**src/rtl/stage_4_mem_pkg.sv**
```systemverilog
// Shared CPU definitions: pipeline bus widths, load opcodes and bus field offsets
// used by the EX, MEM and WB stages.
package mycpu_defs;

    localparam int BUS_3_4_W = 74;
    localparam int BUS_4_5_W = 70;
    localparam int FWD_W     = 38;

    localparam logic [2:0] LD_W  = 3'b000;
    localparam logic [2:0] LD_B  = 3'b001;
    localparam logic [2:0] LD_H  = 3'b010;
    localparam logic [2:0] LD_BU = 3'b011;
    localparam logic [2:0] LD_HU = 3'b100;

    // EX->MEM: {load_op[2:0], res_from_mem, rf_we, dest[4:0], alu_result[31:0], pc[31:0]}
    localparam int B34_PC_LSB      = 0;
    localparam int B34_ALU_LSB     = 32;
    localparam int B34_DEST_LSB    = 64;
    localparam int B34_RF_WE       = 69;
    localparam int B34_RES_MEM     = 70;
    localparam int B34_LOAD_OP_LSB = 71;

    // MEM->WB: {rf_we, dest[4:0], final_result[31:0], pc[31:0]}
    localparam int B45_PC_LSB   = 0;
    localparam int B45_RES_LSB  = 32;
    localparam int B45_DEST_LSB = 64;
    localparam int B45_RF_WE    = 69;

    // MEM->ID forwarding: {fwd_we, dest[4:0], final_result[31:0]}
    localparam int FWD_RES_LSB  = 0;
    localparam int FWD_DEST_LSB = 32;
    localparam int FWD_WE       = 37;

endpackage

```
**src/rtl/stage_4_mem_if.sv**
```systemverilog
// Handshake and data buses around the MEM stage. The slave modport is the MEM
// stage's view; master is the surrounding pipeline (EX, data SRAM, WB, ID).
interface stage_4_mem_if;
    import mycpu_defs::*;

    logic                 valid_3;
    logic                 allow_4;
    logic                 valid_4;
    logic                 allow_5;
    logic [BUS_3_4_W-1:0] stage_3_to_4;
    logic [31:0]          data_sram_rdata;
    logic [BUS_4_5_W-1:0] stage_4_to_5;
    logic [FWD_W-1:0]     mem_fwd;

    modport master (
        output valid_3, allow_5, stage_3_to_4, data_sram_rdata,
        input  allow_4, valid_4, stage_4_to_5, mem_fwd
    );

    modport slave (
        input  valid_3, allow_5, stage_3_to_4, data_sram_rdata,
        output allow_4, valid_4, stage_4_to_5, mem_fwd
    );

endinterface

```
**src/rtl/stage_4_mem_load_align.sv**
```systemverilog
// Load data alignment: picks the addressed byte/half out of the SRAM word and
// sign- or zero-extends it according to load_op.
module mem_load_align
    import mycpu_defs::*;
(
    input  logic [31:0] rdata,
    input  logic [1:0]  addr_lo,
    input  logic [2:0]  load_op,
    output logic [31:0] load_data
);

    logic signed [7:0]  byte_sel;
    logic signed [15:0] half_sel;

    function automatic logic [31:0] sext8(input logic signed [7:0] v);
        logic signed [31:0] w;
        w = v;
        return w;
    endfunction

    function automatic logic [31:0] sext16(input logic signed [15:0] v);
        logic signed [31:0] w;
        w = v;
        return w;
    endfunction

    always_comb begin
        case (addr_lo)
            2'd0:    byte_sel = rdata[7:0];
            2'd1:    byte_sel = rdata[15:8];
            2'd2:    byte_sel = rdata[23:16];
            default: byte_sel = rdata[31:24];
        endcase
        // addr_lo[0] is deliberately ignored; misaligned halves are trapped later.
        half_sel = addr_lo[1] ? rdata[31:16] : rdata[15:0];
    end

    always_comb begin
        case (load_op)
            LD_B:    load_data = sext8(byte_sel);
            LD_H:    load_data = sext16(half_sel);
            LD_BU:   load_data = {24'd0, byte_sel};
            LD_HU:   load_data = {16'd0, half_sel};
            default: load_data = rdata;
        endcase
    end

endmodule

```
**src/rtl/stage_4_mem.sv**
```systemverilog
// MEM stage: latches the EX bus, merges the returning SRAM read word and builds
// the WB bus plus the forwarding bus back to ID.
module stage_4_mem
    import mycpu_defs::*;
(
    input  logic         clk,
    input  logic         reset,
    stage_4_mem_if.slave pipe
);

    localparam logic READYGO_4 = 1'b1;

    logic                 vld_p0;
    logic [BUS_3_4_W-1:0] bus_p0;
    logic                 allow_4;

    logic [2:0]  load_op;
    logic        res_from_mem;
    logic        rf_we;
    logic [4:0]  dest;
    logic [31:0] alu_result;
    logic [31:0] pc;
    logic [31:0] load_data;
    logic [31:0] final_result;

    assign allow_4 = !vld_p0 | (READYGO_4 & pipe.allow_5);

    // ---- EX -> MEM boundary ----
    always_ff @(posedge clk) begin
        if (reset) begin
            vld_p0 <= 1'b0;
        end else if (allow_4) begin
            vld_p0 <= pipe.valid_3;
        end
    end

    // Stale contents are kept on bubbles; WB and ID qualify with valid.
    always_ff @(posedge clk) begin
        if (reset) begin
            bus_p0 <= '0;
        end else if (pipe.valid_3 && allow_4) begin
            bus_p0 <= pipe.stage_3_to_4;
        end
    end

    assign load_op      = bus_p0[B34_LOAD_OP_LSB +: 3];
    assign res_from_mem = bus_p0[B34_RES_MEM];
    assign rf_we        = bus_p0[B34_RF_WE];
    assign dest         = bus_p0[B34_DEST_LSB +: 5];
    assign alu_result   = bus_p0[B34_ALU_LSB +: 32];
    assign pc           = bus_p0[B34_PC_LSB +: 32];

    mem_load_align u_load_align (
        .rdata     (pipe.data_sram_rdata),
        .addr_lo   (alu_result[1:0]),
        .load_op   (load_op),
        .load_data (load_data)
    );

    assign final_result = res_from_mem ? load_data : alu_result;

    always_comb begin
        pipe.stage_4_to_5                       = '0;
        pipe.stage_4_to_5[B45_PC_LSB +: 32]     = pc;
        pipe.stage_4_to_5[B45_RES_LSB +: 32]    = final_result;
        pipe.stage_4_to_5[B45_DEST_LSB +: 5]    = dest;
        pipe.stage_4_to_5[B45_RF_WE]            = rf_we;
    end

    always_comb begin
        pipe.mem_fwd                        = '0;
        pipe.mem_fwd[FWD_RES_LSB +: 32]     = final_result;
        pipe.mem_fwd[FWD_DEST_LSB +: 5]     = dest;
        pipe.mem_fwd[FWD_WE]                = vld_p0 & rf_we & (dest != 5'd0);
    end

    assign pipe.allow_4 = allow_4;
    assign pipe.valid_4 = vld_p0;

endmodule
```
**src/flat_wrapper.sv**
```systemverilog
// flat-port wrapper written by rule: the top's interface ports become plain ports
module stage_4_mem_flat import mycpu_defs::*;
  (clk, reset, pipe_valid_3, pipe_allow_5, pipe_stage_3_to_4, pipe_data_sram_rdata, pipe_allow_4, pipe_valid_4, pipe_stage_4_to_5, pipe_mem_fwd);
  stage_4_mem_if pipe_i ();
  input  logic clk;
  input  logic reset;
  input wire logic [$bits(pipe_i.valid_3)-1:0] pipe_valid_3;
  input wire logic [$bits(pipe_i.allow_5)-1:0] pipe_allow_5;
  input wire logic [$bits(pipe_i.stage_3_to_4)-1:0] pipe_stage_3_to_4;
  input wire logic [$bits(pipe_i.data_sram_rdata)-1:0] pipe_data_sram_rdata;
  output wire logic [$bits(pipe_i.allow_4)-1:0] pipe_allow_4;
  output wire logic [$bits(pipe_i.valid_4)-1:0] pipe_valid_4;
  output wire logic [$bits(pipe_i.stage_4_to_5)-1:0] pipe_stage_4_to_5;
  output wire logic [$bits(pipe_i.mem_fwd)-1:0] pipe_mem_fwd;
  assign pipe_i.valid_3 = pipe_valid_3;
  assign pipe_i.allow_5 = pipe_allow_5;
  assign pipe_i.stage_3_to_4 = pipe_stage_3_to_4;
  assign pipe_i.data_sram_rdata = pipe_data_sram_rdata;
  assign pipe_allow_4 = pipe_i.allow_4;
  assign pipe_valid_4 = pipe_i.valid_4;
  assign pipe_stage_4_to_5 = pipe_i.stage_4_to_5;
  assign pipe_mem_fwd = pipe_i.mem_fwd;
  stage_4_mem u_core (.clk(clk), .reset(reset), .pipe(pipe_i));
endmodule
```
**config.mk**
```make
export PLATFORM = sky130hd
export DESIGN_NAME = stage_4_mem_flat
export DESIGN_NICKNAME = d
export VERILOG_FILES = /design/src/rtl/stage_4_mem_pkg.sv /design/src/rtl/stage_4_mem_if.sv /design/src/rtl/stage_4_mem_load_align.sv /design/src/rtl/stage_4_mem.sv /design/src/flat_wrapper.sv
export SDC_FILE = /design/constraint.sdc
export NUM_CORES = 1
export LEC_CHECK = 0
export ABC_AREA = 1
export CORE_MARGIN = 4
export CORE_UTILIZATION = 50
export CTS_CLUSTER_DIAMETER = 100
export DETAILED_ROUTE_END_ITERATION = 7
export DONT_BUFFER_PORTS = 1
export PLACE_DENSITY = 0.72
export SLEW_MARGIN = 20
export SYNTH_ARGS = -nofsm -noshare
export SYNTH_HDL_FRONTEND = slang
export SYNTH_SLANG_ARGS = --single-unit
export TNS_END_PERCENT = 10
```
**constraint.sdc**
```tcl
create_clock -name clk -period 1.9 [get_ports clk]
set_input_delay 0.38 -clock clk [delete_from_list [all_inputs] [get_ports clk]]
set_output_delay 0.38 -clock clk [all_outputs]
set_load 0.02 [all_outputs]
```
Word level (Yosys, flattened, before mapping) --
Index checks and enable logic that the tools add are counted.
Operators by class: eq/ne operators 6, multiplexer cells 4, bitwise operators 3, reduce and logical (&&, ||, !) cells 4
Operators by type and width (count):
- 32-bit one-hot mux with 4 select lines | 1
- 32-bit 2-to-1 mux | 1
- 8-bit one-hot mux with 3 select lines | 1
- 16-bit 2-to-1 mux | 1
- 3-bit by 2-bit == test with 1-bit output, second input constant | 2
- 5-bit nonzero test | 1
- 3-bit by 1-bit == test with 1-bit output, second input constant | 1
- 3-bit == test, second input constant | 1
- 1-bit bitwise AND | 2
- 2-bit by 1-bit == test with 1-bit output, second input constant | 1
- 2-bit == test, second input constant | 1
- 2-bit zero test | 1
- 1-bit logical AND | 1
- 1-bit zero test | 1
- 1-bit OR | 1
Storage, ports and cells: flip-flop bits (word level) 75, word-level logic and storage cells 19

Longest topological paths before layout --
Gate-level depths: netlist (run 1).
word-level depth 4, depth in mapped cells 11, gate-level depth less buffers 10

Hierarchy --
Synthesis (run 1) repeated with hierarchy kept, for this count alone.
Unflattened totals: cells, all modules 804, area, all modules 5301.3 µm²
By module, submodules not included:
- stage_4_mem | times used 1, cells each 609, area an instance 4300.4 µm², seq. area each 1501.4 µm²
- mem_load_align | times used 1, cells each 195, area an instance 1001.0 µm², seq. area each 0.0 µm²

Least setup slack after synthesis (run 1) --
No wires, ideal clock.
path kind register to output, from register u_core.bus_p0[73], to output port pipe_stage_4_to_5[43], data arrival time 1595 ps, setup slack -75 ps, stages on the path, launching flop included 11, path buffers 2, path through dfxtp_1 > inv_2 > nand2_1 > nand2_2 > nand2_4 > nand2_2 > buf_6 > nand2_1 > nand2_1 > a21oi_1 > buf_4
Between the ends: word-level cells in the longest chain between the ends 3, elaborated cells on any way between the ends 6
RTL lines:
- start: declaration | line stage_4_mem.sv:14 | logic [BUS_3_4_W-1:0] bus_p0;
- start signal: assignment | line stage_4_mem.sv:42 | bus_p0 <= pipe.stage_3_to_4;
- 3-bit == test (tied with other cells) | line stage_4_mem_load_align.sv:39 | case (load_op)
- 32-bit one-hot mux with 4 select lines (*) | line stage_4_mem_load_align.sv:39
- 32-bit 2-to-1 mux (*) | line stage_4_mem.sv:60 | assign final_result = res_from_mem ? load_data : alu_result;
- end: declaration | line flat_wrapper.sv:13 | output wire logic [$bits(pipe_i.stage_4_to_5)-1:0] pipe_stage_4_to_5;
Every way passes the cells marked *; elsewhere a longest branch is shown, timed or not.

Worst setup path in the final report (run 1) --
from register u_core.bus_p0[33], to output port pipe_mem_fwd[26]
Between the ends: word-level cells in the longest chain between the ends 4, elaborated cells on any way between the ends 7
RTL lines:
- 2-bit == test (tied with other cells) | line stage_4_mem_load_align.sv:28 | case (addr_lo)
- 8-bit one-hot mux with 3 select lines | line stage_4_mem_load_align.sv:28
- 32-bit one-hot mux with 4 select lines (*) | line stage_4_mem_load_align.sv:39
- 32-bit 2-to-1 mux (*) | line stage_4_mem.sv:60
- end: declaration | line flat_wrapper.sv:14 | output wire logic [$bits(pipe_i.mem_fwd)-1:0] pipe_mem_fwd;
Marked as above.

==> flow_summary.yaml, run 1 <==
outcome:
  status: "finished, violations left"
  violations: "setup timing"
final_layout:
  instances_no_fill: 781
  n_antenna_cell: 0
  multi_input_area_sq_um: 2323
  num-nets-final: 778
  final_util_pct: 57.46
  area_growth_pct: 11.01
  drive_gt1_share_pct: 23.33
  register_area_sq_um: 1515
  fill_cells: 862
synth:
  synthesis.area_sq_um: 4558
  synth_warnings: 0
  ys_seq_area_share_pct: 32.94
  netlist.area_leader.share_pct: 32.94
  synthMuxAreaShare_pct: 0
  yosys-top-cells-area: "dfxtp_1 33%, nand2_1 20%, buf_4 13%"
  synth-seq-cells: 75
  synth.most_common_cell: "nand2_1"
  synth_top_family_by_area: "simple AND/OR/NAND/NOR gates"
  syn-num-nets: 816
  synth_fa_ha_area_share_pct: 0
  synthCells: 706
  async_flop_share_pct: 0
  syn_avg_cell_area_sq_um: 6.456
  ys_types: 27
  synth_edf_count: 0
  synth_common_cells: "243 x nand2_1, 81 x a21oi_1, 78 x buf_4"
  synth-compound-area-share_pct: 12.30
  yosys.area.top_type: "dfxtp_1"
  synthSimpleGateAreaFrac_pct: 35.19
  synthXorXnorAreaFrac_pct: 0
  ys.flop_type: "dfxtp_1"
sta:
  max_freq_mhz: 465.8
  finalCritPeriodShare_pct: 113.0
  hold_viol: 0
  setup_viol: 64
  tightest_slew_ps: 621.1
  period_minus_slack_ps: 2147
  report.final.slew_viol_count: 0
  finalWorstSetupSlack_ps: -247.0
  rsz0062_at_grt: "true"
  skew_ps: 4.336
  timing.hold.ws_ps: 96.14
  slew_headroom_pct: 58.60
critical_path:
  cp_max_fo: 8
  crit_required_ps: 1520
  worstSetupPathType: "flop to output port"
  max_stage_delay_ps: 400
  r2r_start: "u_core.pipe.valid_4"
  r2r_end: "u_core.bus_p0[25]"
  ff2ff_path_depth: 5
  endpoint_kind: "output port"
  rrSetupSlack_ps: 390
  worstSetupStartpointType: "flop"
  path_cells: "inv_2 > nand2_2 > nand2_1 > nand2_2 > nand3_4 > nand2_8 > nor2_1 > nor2_1 > buf_6"
  cp.arrival_ps: 1770
  cp_num_buf_inv: 2
  crit_slowest_cell: "dfxtp_4"
  crit_family: "simple AND/OR/NAND/NOR gates"
clocking:
  ctsHtreeMaxLevel: 3
  clk_pin_slew_worst_paths_ps: 80
  insertion_delay_ps: 350
  clockBufferDepth: 2
  cts_tree: "done"
  numCtsBuffers: 9
  clock_sinks: 75
  cts-root-buf: "clkbuf_8"
  cts_hold_buf: 0
global_routing:
  grt_antenna_before_repair: 0
  grt_pass1_wl_um: 20100
  grt_pass1_vias: 4153
  track_usage_pct: 24.07
  grt-ovfl-total: 0
  grt_max_degree: 82
die:
  die_area_sq_um: 10710
  ios: 220
  initial_core_util_pct: 51.76
  fp.dieH_um: 103.5
  die_x_um: 103.5
  core_area_sq_um: 8806
  row_count: 34
drt:
  wire_per_inst_um: 16.44
  drc: 0
  routed-wl-met2_um: 6359
  route.vias.total: 4224
  antenna_left: 0
  vias_per_cell: 5.408
  routed-wl-met3_um: 1265
  met1_length_um: 4938
  dr.pass1.iters: 5
  drt_iter0_markers: 210
  highest_layer: "met4"
  finalWirelength_um: 12840
pwr:
  power_density_nw_per_um2: 880.1
  peakVddDrop_uv: 508.4
  p_leak_nw: 2.215
place:
  hpwl_um: 9295
  dp_cells: 758
  place_congestion: 0.9058
  pre_cts_slack_ps: -12.25
  portBuffers: 0
min_path:
  hold_class: "input pin to flop"
  min_path_cells: 1
  holdCritStartpoint: "reset"
  holdPathEnd: "u_core.bus_p0[50]"
run:
  max_cap_viol_count: 0
[worst max-delay path by stage]
stage | from | to | slack (ps) | cells after the start
after floorplan | u_core.bus_p0[73] | pipe_stage_4_to_5[45] | -70 | 10
after global placement | u_core.bus_p0[33] | pipe_mem_fwd[13] | 40 | 7
after detailed placement | u_core.bus_p0[33] | pipe_stage_4_to_5[62] | -10 | 9
after CTS | u_core.bus_p0[33] | pipe_mem_fwd[29] | -290 | 9
after global routing | u_core.bus_p0[33] | pipe_mem_fwd[26] | -360 | 9
final | u_core.bus_p0[33] | pipe_mem_fwd[26] | -250 | 9
[metrics by stage]
stage,area [sq um],power (mW),setup TNS (ps)
global placement,4566,3.077,0
finish,5060,4.453,-13660
floorplan,4562,2.857,-512.1
global route,5060,4.709,-21170
detailed placement,4566,3.094,-38.81
CTS,4931,4.449,-14860
[state kept, by name, indices dropped and copies added (netlist names)]
signal / flops
u_core.bus_p0: 74
u_core.pipe.valid_4: 1
[cell families (layout without fill, tap and decap cells)]
family | Yosys count | count (layout)
flops | 75 | 75
compound gates | 104 | 104
buf+inv | 146 | 112
simple gates | 381 | 382
[layout by cell type (no fill, tap or decap), drive strengths merged]
master and count:
o21ai 7, inv 32, clkbuf 10, nand3 44, o211ai 1, o21bai 8
clkinvlp 2, buf 65, nor2 79, or2 2, nor3 1, nand4 5
a211oi 6, bufinv 1, a21oi 81, clkinv 2, a21boi 1, dfxtp 75
nand2 251
[report_power, final]
group,switching (mW),internal (mW),leakage (nW)
clock,0.650,0.622,0.0975
combinational,0.844,0.548,1.50
sequential,0.122,1.67,0.620
[layout make-up]
cell class	instances	area share, %
clock buffer	10	2.522
clock inverter	6	1.434
multi-input combinational	486	45.92
inverter	31	2.572
tap	108	2.671
timing repair buffer	65	14.94
sequential	75	29.95
[what timing repair did]
| action | CTS | global route |
|---|---|---|
| endpoints found under the hold margin | 0 | 0 |
| setup endpoints to repair | 64 | 132 |
| pin swaps | 7 | 14 |
| cloned | 1 | 0 |
| gates resized for setup | 43 | 34 |
| setup buffers | 2 | 4 |
[metal layers]
metal,vias to the layer above,global-route usage [%]
met2,190,40.54
met5,-,0
met4,0,8.466
met3,24,7.512
met1,1930,28.92
li1,2080,-
(Power assumes the default switching activity.)
==> run 2: changes to the inputs <==
--- a/config.mk
+++ b/config.mk
@@ -8,7 +8,6 @@
 export ABC_AREA = 1
 export CORE_MARGIN = 4
 export CORE_UTILIZATION = 50
-export CTS_CLUSTER_DIAMETER = 100
 export DETAILED_ROUTE_END_ITERATION = 7
 export DONT_BUFFER_PORTS = 1
 export PLACE_DENSITY = 0.72
==> constraint.sdc (replaced) <==
create_clock -name clk -period 2.6 [get_ports clk]
set_input_delay 0.52 -clock clk [delete_from_list [all_inputs] [get_ports clk]]
set_output_delay 0.52 -clock clk [all_outputs]
set_load 0.02 [all_outputs]
==> run 2 against run 1 <==
  * The flow now finishes without violations
  * Cell count decreased by 3.6%
  * Final area decreased by 9.7%
  * Clock skew increased by 9.3 ps
  * Power decreased by 29%
  * Combinational power decreased by 40%
  * Via count decreased by 3.3%
  * Worst setup slack improved by 390 ps
==> flow_summary.yaml, run 2 (synthesis results as in run 1) <==
sta:
  slew_headroom_pct: 47.64
  tightest_slew_ps: 785.3
  timing.hold.ws_ps: 227.9
  tns_ps: 0
  max_freq_mhz: 406.7
  hold_viol: 0
  period_minus_slack_ps: 2459
  rsz0062_at_grt: "true"
  report.final.slew_viol_count: 0
  skew_ps: 13.61
  setup_viol: 0
  finalCritPeriodShare_pct: 94.56
critical_path:
  worstSetupPathType: "flop to output port"
  cp.arrival_ps: 1940
  max_stage_delay_ps: 420
  crit_slowest_cell: "o211ai_1"
  worstSetupStartpointType: "flop"
  endpoint_kind: "output port"
  r2r_end: "u_core.bus_p0[32]"
  ff2ff_path_depth: 5
  crit_required_ps: 2080
  r2r_start: "u_core.pipe.valid_4"
  rrSetupSlack_ps: 680
  path_cells: "buf_4 > inv_2 > o211ai_1 > nand2_8 > nor2_1 > nor2_1 > buf_4"
  cp_max_fo: 16
drt:
  drt_iter0_markers: 239
  wire_per_inst_um: 16.69
  finalWirelength_um: 12570
  drc: 0
  route.vias.total: 4083
  antenna_left: 0
  vias_per_cell: 5.422
  dr.pass1.iters: 5
clocking:
  cts_tree: "done"
  numCtsBuffers: 9
  clockBufferDepth: 2
  insertion_delay_ps: 350
  ctsHtreeMaxLevel: 3
  clock_sinks: 75
  cts-root-buf: "clkbuf_8"
  clk_pin_slew_worst_paths_ps: 100
  post_cts_buffers: 0
die:
  die_x_um: 103.5
  row_count: 34
  ios: 220
  fp.dieH_um: 103.5
  initial_core_util_pct: 51.76
  die_area_sq_um: 10710
  core_area_sq_um: 8806
min_path:
  holdPathEnd: "u_core.bus_p0[53]"
  min_path_cells: 1
  hold_class: "input pin to flop"
  holdCritStartpoint: "reset"
run:
  max_cap_viol_count: 0
pwr:
  power_density_nw_per_um2: 691.5
  p_int_mw: 2.042
  p_leak_nw: 2.031
  p_sw_mw: 1.117
  peakVddDrop_uv: 387.2
  total_power_mw: 3.158
  swShare_pct: 35.36
  p_seq_share_pct: 41.8
  p_clk_share_pct: 31.6
  combPwrFrac_pct: 26.5
final_layout:
  drive_gt1_share_pct: 15.19
  layout_common_cells: "239 x nand2_1, 80 x a21oi_1, 73 x dfxtp_1"
  num-nets-final: 751
  instances_no_fill: 753
  n_antenna_cell: 0
  largest_reg_flops: 74
  final_util_pct: 51.86
  final_common_cell: "nand2_1"
  area_growth_pct: 0.1921
  top_register: "u_core.bus_p0"
place:
  portBuffers: 0
  place_congestion: 0.9463
  hpwl_um: 9421
  dp_cells: 738
outcome:
  status: "completed"
global_routing:
  track_usage_pct: 22.99
  grt_pass1_vias: 3826
  grt_antenna_before_repair: 0
  grt_pass1_wl_um: 19170
  grt-ovfl-total: 0
  grt_max_degree: 82
run 2: cell type report:
| type | count | area [sq um] |
|---|---|---|
| Sequential cell | 75 | 1504 |
| Clock buffer | 9 | 123.9 |
| Fill cell | 906 | 4239 |
| Timing Repair Buffer | 39 | 392.9 |
| Inverter | 31 | 116.4 |
| Multi-Input combinational cell | 485 | 2205 |
| Clock inverter | 6 | 90.09 |
| Tap cell | 108 | 135.1 |
run 2: power by group through the flow:
| stage | combinational [mW] | clock (mW) | sequential, mW |
|---|---|---|---|
| finish | 0.838 | 1.00 | 1.32 |
| global route | 0.921 | 1.07 | 1.33 |
| CTS | 0.828 | 1.02 | 1.32 |
| detailed placement | 0.827 | 0 | 1.35 |
| global placement | 0.819 | 0 | 1.34 |
| floorplan | 0.809 | 0 | 1.28 |
run 2: through the flow:
stage	setup slack [ps]	cell area (sq um)
after global placement	470.7	4312
after detailed placement	456.5	4312
after floorplan	462.7	4558
after global routing	-3.563	4567
after CTS	62.24	4526
final	141.4	4567
run 2: worst max path at each step:
stage	start	end	slack, ps
6_report	u_core.bus_p0[33]	pipe_mem_fwd[26]	140
5_1_grt	u_core.bus_p0[73]	pipe_mem_fwd[2]	-4
4_1_cts	u_core.bus_p0[72]	pipe_mem_fwd[29]	60
3_5_place_dp	u_core.bus_p0[73]	pipe_mem_fwd[29]	460
3_3_place_gp	u_core.bus_p0[73]	pipe_mem_fwd[29]	470
2_1_floorplan	pipe_data_sram_rdata[15]	pipe_stage_4_to_5[40]	460
run 2: critical path, delay by kind of cell, from the launching register on:
family,cells,cell delay [ps]
buffers and inverters,3,450
AND/OR/NAND/NOR,3,400
AO/OA/AOI/OAI,1,420
flip-flops,1,330
run 2: metal layers:
layer,vias to the layer above,global-route usage [%],wire (um)
li1,2022,-,-
met4,0,5.080,124
met1,1874,29.11,5204
met5,-,0,0
met2,177,38.33,6047
met3,10,7.311,1193
run 2: repair_timing:
item / in CTS / in global routing
setup endpoints to repair: 0 / 52
resized for setup: 0 / 11
hold buffers: 0 / 0
==> run 3: changes to the inputs <==
==> constraint.sdc (replaced) <==
create_clock -name clk -period 2.7 [get_ports clk]
set_input_delay 0.54 -clock clk [delete_from_list [all_inputs] [get_ports clk]]
set_output_delay 0.54 -clock clk [all_outputs]
set_load 0.02 [all_outputs]
==> run 3 against run 2 <==
  * Largest cell class unchanged
  * First-iteration DRC count is 13% lower
  * Clock skew down 1.3 ps
  * Final area fell by 2.2%
  * Cell count is 0.66% lower
  * Power down 10%
  * Global-route usage grew 0.12 points
  * Sequential power down 4%
  * Critical path type unchanged
==> flow_summary.yaml, run 3 (synthesis results as in run 1) <==
pwr:
  power_density_nw_per_um2: 633.3
  peakVddDrop_uv: 322.6
  p_seq_share_pct: 44.8
  p_int_mw: 1.774
  p_sw_mw: 1.054
  p_leak_nw: 1.979
  swShare_pct: 37.28
  p_clk_share_pct: 27.4
  combPwrFrac_pct: 27.7
sta:
  report.final.slew_viol_count: 0
  period_minus_slack_ps: 2555
  skew_ps: 12.30
  finalWorstSetupSlack_ps: 145.5
  tns_ps: 0
  setup_viol: 0
  hold_viol: 0
  tightest_slew_ps: 792.9
  rsz0062_at_grt: "false"
  max_freq_mhz: 391.5
  finalCritPeriodShare_pct: 94.61
  slew_headroom_pct: 47.14
  timing.hold.ws_ps: 261.5
drt:
  wire_per_inst_um: 16.58
  routed-wl-met3_um: 1245
  drt_iter0_markers: 209
  dr.pass1.iters: 4
  vias_per_cell: 5.365
  drc: 0
  routed-wl-met2_um: 5964
  route.vias.total: 4013
  met1_length_um: 5046
  highest_layer: "met4"
  antenna_left: 0
  finalWirelength_um: 12400
global_routing:
  grt_max_degree: 82
  track_usage_pct: 23.10
  grt_pass1_vias: 3806
  grt_pass1_wl_um: 19330
  grt_antenna_before_repair: 0
  grt-ovfl-total: 0
die:
  die_x_um: 103.5
  initial_core_util_pct: 51.76
  die_area_sq_um: 10710
  core_area_sq_um: 8806
  fp.dieH_um: 103.5
  row_count: 34
  ios: 220
place:
  pre_cts_slack_ps: 361.3
  hpwl_um: 9091
  place_area_sq_um: 4267
  dp_cells: 732
  portBuffers: 0
  place_congestion: 0.9318
run:
  max_cap_viol_count: 0
final_layout:
  n_antenna_cell: 0
  area_growth_pct: -2.031
  largest_reg_flops: 74
  num-nets-final: 745
  instances_no_fill: 748
  final_common_cell: "nand2_1"
  top_register: "u_core.bus_p0"
  stdcell_area_sq_um: 4466
  layout_common_cells: "240 x nand2_1, 81 x a21oi_1, 73 x dfxtp_1"
  drive_gt1_share_pct: 13.75
  fill_cells: 904
outcome:
  status: "completed"
clocking:
  cts_tree: "done"
  insertion_delay_ps: 350
  clockBufferDepth: 2
  ctsHtreeMaxLevel: 3
  clock_sinks: 75
  post_cts_buffers: 0
  numCtsBuffers: 9
  cts-root-buf: "clkbuf_8"
  cts_hold_buf: 0
  clk_pin_slew_worst_paths_ps: 90
critical_path:
  cp.arrival_ps: 2010
  cp_max_fo: 28
  endpoint_kind: "output port"
  worstSetupPathType: "flop to output port"
  worstSetupStartpointType: "flop"
  crit_required_ps: 2160
min_path:
  hold_class: "input pin to flop"
-- run 3: cell count changes in the layout (fill, tap and decap cells not counted), sizes merged --
cell,change
buf,-6
bufinv,-2
clkbuf,+1
clkinv,-1
clkinvlp,+2
inv,+1
-- run 3: timing repair --
| item | in CTS | in global routing |
|---|---|---|
| hold endpoints to repair | 0 | 0 |
| endpoints found under the setup margin | 4 | 24 |
| resized for setup | 2 | 4 |
-- run 3: path summary, 6_finish.rpt --
path                        from  slack [ps]           endpoint  cells past startpoint
max            u_core.bus_p0[72]         150    pipe_mem_fwd[0]                      9
min                        reset         260  u_core.bus_p0[65]                      1
max reg2reg  u_core.pipe.valid_4         770  u_core.bus_p0[54]                      5
min reg2reg    u_core.bus_p0[49]         460  u_core.bus_p0[49]                      2
-- run 3: power by group through the flow --
| stage | sequential, mW | clock, mW | combinational [mW] |
|---|---|---|---|
| CTS | 1.27 | 0.804 | 0.784 |
| floorplan | 1.23 | 0 | 0.779 |
| finish | 1.27 | 0.776 | 0.784 |
| global placement | 1.29 | 0 | 0.775 |
| detailed placement | 1.29 | 0 | 0.781 |
| global route | 1.28 | 0.844 | 0.868 |
-- run 3: area by class of cell --
cell class	instances	area [sq um]	share of cell area, %
Multi-Input combinational cell	485	2186	48.95
Sequential cell	75	1504	33.68
Timing Repair Buffer	33	347.8	7.789
Tap cell	108	135.1	3.026
Clock buffer	10	127.6	2.858
Inverter	31	116.4	2.606
Clock inverter	6	48.80	1.093
-- run 3: critical path, cell delays in order, from the launching register on --
cell and delay [ps]:
dfxtp_1 330, inv_1 70, nand2_1 70, nand2_2 180, nand2_8 170, inv_1 300, nand2_1 90, nand3_1 90
nand2_1 50, nand2_1 310
-- run 3: per-stage QoR --
stage	util [%]	total power, mW
6_report	50.71	2.828
5_1_grt	50.71	2.989
4_1_cts	50.53	2.856
3_5_place_dp	48.45	2.074
3_3_place_gp	48.45	2.066
2_1_floorplan	-	2.009
-- run 3: metal layers --
layer / vias up / global-route usage [%]
li1: 2007 / -
met2: 159 / 37.84
met1: 1836 / 29.13
met4: 0 / 6.474
met3: 11 / 7.579
met5: - / 0
